## config.mk

```make
export PLATFORM = sky130hd
export DESIGN_NAME = instruction_fetch_stage
export DESIGN_NICKNAME = d
export VERILOG_FILES = /design/src/rtl/instruction_fetch_stage.sv
export SDC_FILE = /design/constraint.sdc
export NUM_CORES = 1
export LEC_CHECK = 0
export CAP_MARGIN = 20
export CORE_MARGIN = 3
export CORE_UTILIZATION = 45
export DETAILED_ROUTE_END_ITERATION = 6
export PLACE_DENSITY = 0.8
export SYNTH_ARGS = -nofsm -noshare
export SYNTH_HDL_FRONTEND = slang
export SYNTH_SLANG_ARGS = --single-unit
```

## constraint.sdc

```tcl
create_clock -name clk -period 2.5 [get_ports clk]
set_input_delay 0.5 -clock clk [delete_from_list [all_inputs] [get_ports clk]]
set_output_delay 0.5 -clock clk [all_outputs]
set_load 0.1 [all_outputs]
```

## src/rtl/instruction_fetch_stage.sv

```systemverilog
// ---------------------------------------------------------------------------
// instruction_fetch_stage
//
// Fetch stage of the multi-cycle MIPS datapath. Takes the current PC from
// program_counter and fetches one word over a request/grant/response
// handshake. The word and its PC go to decode through a valid/ready holding
// register. Only one fetch is ever outstanding.
//
// Ports:
//   clk          rising-edge clock
//   reset        asynchronous, active-low reset
//   pc_address   current PC from program_counter
//   pc_advance   one-cycle pulse; program_counter loads next_address on the
//                edge that ends the pulse
//   imem_req     fetch request (combinational, FETCH state only)
//   imem_addr    fetch address (combinational copy of pc_address)
//   imem_gnt     memory accepts the request this cycle
//   imem_rvalid  response data valid
//   imem_rdata   response data
//   flush        branch/jump redirect; kills the held or in-flight instruction
//   id_ready     decode accepts the held instruction this cycle
//   if_valid     if_instr / if_pc / if_pc_plus4 are valid
//   if_instr     fetched instruction
//   if_pc        address of if_instr
//   if_pc_plus4  if_pc + 4, modulo 2^32
// ---------------------------------------------------------------------------
module instruction_fetch_stage #(
    parameter logic [31:0] RESET_PC = 32'h0000_0000
) (
    input  logic        clk,
    input  logic        reset,
    input  logic [31:0] pc_address,
    output logic        pc_advance,
    output logic        imem_req,
    output logic [31:0] imem_addr,
    input  logic        imem_gnt,
    input  logic        imem_rvalid,
    input  logic [31:0] imem_rdata,
    input  logic        flush,
    input  logic        id_ready,
    output logic        if_valid,
    output logic [31:0] if_instr,
    output logic [31:0] if_pc,
    output logic [31:0] if_pc_plus4
);

    localparam logic [1:0] ST_FETCH = 2'd0;
    localparam logic [1:0] ST_WAIT  = 2'd1;
    localparam logic [1:0] ST_HOLD  = 2'd2;

    logic [1:0]  state_reg,       state_next;
    logic        discard_reg,     discard_next;
    logic [31:0] req_pc_reg,      req_pc_next;
    logic        if_valid_reg,    if_valid_next;
    logic [31:0] if_instr_reg,    if_instr_next;
    logic [31:0] if_pc_reg,       if_pc_next;
    logic [31:0] if_pc_plus4_reg, if_pc_plus4_next;
    logic        pc_advance_reg,  pc_advance_next;

    // -----------------------------------------------------------------------
    // Next-state and request logic
    // -----------------------------------------------------------------------
    always_comb begin
        state_next       = state_reg;
        discard_next     = discard_reg;
        req_pc_next      = req_pc_reg;
        if_valid_next    = if_valid_reg;
        if_instr_next    = if_instr_reg;
        if_pc_next       = if_pc_reg;
        if_pc_plus4_next = if_pc_plus4_reg;
        pc_advance_next  = 1'b0;
        imem_req         = 1'b0;

        case (state_reg)
            ST_FETCH: begin
                // A flush this cycle means pc_address is about to be
                // redirected, so no request goes out with the stale PC.
                imem_req = !flush;
                if (imem_gnt && imem_req) begin
                    req_pc_next = pc_address;
                    state_next  = ST_WAIT;
                end
            end

            ST_WAIT: begin
                if (imem_rvalid) begin
                    if (flush || discard_reg) begin
                        // Response belongs to a killed fetch: drop it and
                        // refetch from the (redirected) pc_address.
                        discard_next = 1'b0;
                        state_next   = ST_FETCH;
                    end else begin
                        if_instr_next    = imem_rdata;
                        if_pc_next       = req_pc_reg;
                        if_pc_plus4_next = req_pc_reg + 32'd4;
                        if_valid_next    = 1'b1;
                        pc_advance_next  = 1'b1;
                        state_next       = ST_HOLD;
                    end
                end else if (flush) begin
                    // The response is still owed by memory; remember to
                    // swallow it when it arrives.
                    discard_next = 1'b1;
                end
            end

            ST_HOLD: begin
                // Only if_valid drops; the data registers keep their value.
                if (flush || id_ready) begin
                    if_valid_next = 1'b0;
                    state_next    = ST_FETCH;
                end
            end

            default: begin
                state_next    = ST_FETCH;
                discard_next  = 1'b0;
                if_valid_next = 1'b0;
            end
        endcase
    end

    // -----------------------------------------------------------------------
    // State registers
    // -----------------------------------------------------------------------
    always_ff @(posedge clk or negedge reset) begin
        if (!reset) begin
            state_reg       <= ST_FETCH;
            discard_reg     <= 1'b0;
            req_pc_reg      <= 32'h0000_0000;
            if_valid_reg    <= 1'b0;
            if_instr_reg    <= 32'h0000_0000;
            if_pc_reg       <= RESET_PC;
            if_pc_plus4_reg <= RESET_PC + 32'd4;
            pc_advance_reg  <= 1'b0;
        end else begin
            state_reg       <= state_next;
            discard_reg     <= discard_next;
            req_pc_reg      <= req_pc_next;
            if_valid_reg    <= if_valid_next;
            if_instr_reg    <= if_instr_next;
            if_pc_reg       <= if_pc_next;
            if_pc_plus4_reg <= if_pc_plus4_next;
            pc_advance_reg  <= pc_advance_next;
        end
    end

    // -----------------------------------------------------------------------
    // Outputs
    // -----------------------------------------------------------------------
    // The address is always the live PC; memory only looks at it while
    // imem_req is high, and program_counter keeps it stable until advanced.
    assign imem_addr   = pc_address;
    assign pc_advance  = pc_advance_reg;
    assign if_valid    = if_valid_reg;
    assign if_instr    = if_instr_reg;
    assign if_pc       = if_pc_reg;
    assign if_pc_plus4 = if_pc_plus4_reg;

endmodule

```

[Word-level counts from Yosys, hierarchy flattened]
Cells that the tools add are included.
Storage, ports and cells
  flip-flop bits (word level): 133
  input port bits: 70
  output and inout bits: 131
Cells by class
  $add $sub $neg: 1
  equal/unequal tests: 8
  muxes and demuxes: 17
  bitwise operators: 3
  reductions and logical operators: 11
Operator list (number)
  32-bit by 3-bit adder with 32-bit output, second input constant: 1
  1-bit 2-to-1 mux: 10
  3-bit AND reduction: 3
  2-bit 2-to-1 mux: 4
  2-bit inequality test, second input constant: 4
  3-bit inequality test, second input constant: 2
  2-bit case mux with 3 select lines: 1
  4-bit AND reduction: 1
  1-bit NOT: 3
  1-bit case mux with 3 select lines: 1
  2-bit by 1-bit equality test with 1-bit output, second input constant: 1
  2-bit equality test, second input constant: 1
  2-bit zero test: 1
  1-bit logical OR: 2
  1-bit case mux with 2 select lines: 1
  2-bit AND reduction: 1
  2-bit OR reduction: 1
  1-bit logical AND: 1
  1-bit zero test: 1

[Longest topological paths before layout]
  depth after elaboration: 4
  gate-level depth with buffers: 7
  gate-level depth less buffers: 5

[Least setup slack after synthesis]
No wires, ideal clock.
  kind: input -> register
  from: input flush
  to: register req_pc_reg[0]
  arrival time: 3095 ps
  data required time: 2375 ps
  slack: -720 ps
  cell stages on the path: 6
  buffers on the path: 2
  cells stage by stage: or2_2 nor2_1 and2_1 clkbuf_1 buf_2 mux2_2
Between the ends
  cells in the longest elaborated chain, start to end: 3
Ends and longest elaborated chain
  start, declared: line 39  | input logic flush,
  1-bit zero test: line 78  | imem_req = !flush;
  1-bit logical AND: line 79  | if (imem_gnt && imem_req) begin
  2-bit AND reduction (no source line)
  end signal, assigned: line 139  | req_pc_reg <= req_pc_next;
  end, declared: line 53  | logic [31:0] req_pc_reg, req_pc_next;
Every way passes these cells.
A chain may end at the register's enable or synchronous reset.

[Worst setup path in the final report]
  from: register req_pc_reg[2]
  to: register if_pc_plus4_reg[26], in the netlist if_pc_plus4[26]
Between the ends
  cells in the longest elaborated chain, start to end: 1
Ends and longest elaborated chain
  32-bit by 3-bit adder with 32-bit output: line 95  | if_pc_plus4_next = req_pc_reg + 32'd4;
  end signal, assigned: line 134  | if_pc_plus4_reg <= RESET_PC + 32'd4;
  end signal, assigned: line 143  | if_pc_plus4_reg <= if_pc_plus4_next;
  end, declared: line 57  | logic [31:0] if_pc_plus4_reg, if_pc_plus4_next;
Every way passes these cells.

==> results.toml <==
[run_status]
outcome = "finished, final reports clean"

[setup_path]
worstSetupEndpointType = "flip-flop"
cp-start-kind = "flip-flop"
cp.arrival_ns = 2.65
crit_type = "reg -> reg"
path_cells = "ha_1 > nand4_2 > or4_1 > or4_1 > nand3_1"
crit_path_top_delay_cell = "or4_1"
crit_top_cell = "or4_1"
cp.required_ns = 2.84
cpPeakStageDelay_ns = 0.76
worst-path-max-fanout = 10

[sta]
setup_slack_ns = 0.189
setup-violations-final = 0
worst_slew_pin_slew_ns = 0.627
setup_tns_ns = 0
slew_headroom = 0.578
post-route-period-util = 0.924
drv_slew = 0
rsz0062_at_grt = "false"
hold_viol = 0
fin_skew_ns = 0.00640
fmaxAchievable_mhz = 433
finalCriticalPeriod_ns = 2.31

[clocking]
cts_tree = "done"
ctsResizeCount = 0
cts_buffers = 17
clk_pin_slew_ns = 0.06
cts_setup_buffers = 0
htree_levels = 4
hold_buffers = 0
cts_num_sinks = 131
cts_root_buf = "clkbuf_16"
clkLatencyLatePin_ns = 0.41
clockBufferDepth = 2

[global_route]
antenna_found_initial = 0
overflow = 0
grt_max_degree = 60
grt_pass1_vias = 4974
track_usage = 0.216
grt_pass1_wl_microns = 24800

[synth]
syn-cell-area_sq_um = 5780
syn_inst = 598
yosys.cell_types.count = 39
yosysSeqAreaShare = 0.568
synth_flop_cell = "dfrtp_1"
synth_edf_count = 0
syn_nets = 669
yosys_warnings = 0
ys_ff_latch = 131
synth_async_sr_flop_share = 1.00
syn_area_per_cell_sq_um = 9.66

[final_layout]
diodes = 0
drive_above_1_share = 0.278
fin_nets = 829
utilization = 0.683
final_cell_mix = "217 x nand2_1, 130 x dfrtp_1, 104 x buf_4, 68 x clkdlybuf4s50_1, 37 x buf_12"
fillCellCount = 896
syn_to_final_growth_pct = 45.0
final_common_cell = "nand2_1"

[place]
gp_congestion = 0.850
hpwl_microns = 11100
dpl_worst_slack_ns = 0.131
portBuffers = 200

[worst_hold_path]
hold_path_class = "in -> async"

[floorplanning]
coreArea_sq_um = 12300
die_x_microns = 119
die-area_sq_um = 14200
std_cell_rows = 40
dieHeight_microns = 119
start_util = 0.471
ios = 201

[detailed_routing]
drtAntennaViolNets = 0
vias = 4828
drt-initial-drc-count = 315
via_per_inst = 5.14
drc_errors = 0
first_pass_iters = 5
drt-wirelength-per-cell_microns = 16.2
wl_microns = 15200

[job]
drv_cap = 0
[through the flow]
step	cell area, sq um	hold slack, ns	cells
final	8370	0.0492	939
after detailed placement	7810	0.465	907
after floorplan	5780	0.204	598
after CTS	8370	0.0686	939
after global placement	7810	0.454	907
after global routing	8370	0.0872	939
[cell usage after synthesis, types with 6 or more instances]
master    instances  area share
nor3_1            6      0.0052
dfrtp_1         130        0.56
nand2_1         217        0.14
xnor2_1           9       0.014
buf_4            35       0.045
buf_2             8      0.0069
mux2_2           32       0.062
nand3_1          18       0.016
or4_1            11       0.014
clkbuf_1         24       0.016
a31oi_1           8      0.0087
nor2_1           19       0.012
o21ai_0          20       0.017
nand4_1           9      0.0097
[cells by family after synthesis]
kind of cell	synth area share
AO/OA/AOI/OAI	0.0487
XOR/XNOR	0.0197
adder cells (fa/ha/maj)	0.00217
buffers and inverters	0.0726
flip-flops	0.568
multiplexers	0.0624
AND/OR/NAND/NOR	0.227
[worst max-delay path: cells and delay by family (launching register included)]
family                   cells  cell delay (ns)
adder cells (fa/ha/maj)      1             0.27
AND/OR/NAND/NOR              4             1.57
flip-flops                   1             0.41
[per-layer routing]
metal	GRT usage	part of all wire	up-vias	routed length (microns)
met4	0.0909	0.021	0	313
li1	-	-	2282	-
met2	0.369	0.52	157	7920
met5	0	0	-	0
met3	0.0499	0.054	25	819
met1	0.264	0.41	2364	6170
[cell type report]
| cell class | instances | area [sq um] | area share |
|---|---|---|---|
| clock inverter | 10 | 109 | 0.0130 |
| sequential | 131 | 3280 | 0.392 |
| tap | 168 | 210 | 0.0251 |
| multi-input combinational | 393 | 2090 | 0.249 |
| timing repair buffer | 210 | 2210 | 0.264 |
| inverter | 5 | 18.8 | 0.00224 |
| clock buffer | 22 | 454 | 0.0542 |
[worst paths after layout]
check	startpoint	end	slack [ns]	cells after the start
worst max-delay path	req_pc_reg[2]	if_pc_plus4[26]	0.19	5
worst min-delay path	reset	if_pc[7]	0.05	1
worst max register to register	req_pc_reg[2]	if_pc_plus4[26]	0.19	5
worst min register to register	if_instr[18]	if_instr[18]	0.48	2
max in group asynchronous	reset	if_pc[16]	1.76	2
min in group clk	if_instr[18]	if_instr[18]	0.48	2
Power is not shown: default switching activity piles up to over one toggle a cycle in this logic, so the estimate is an artifact.
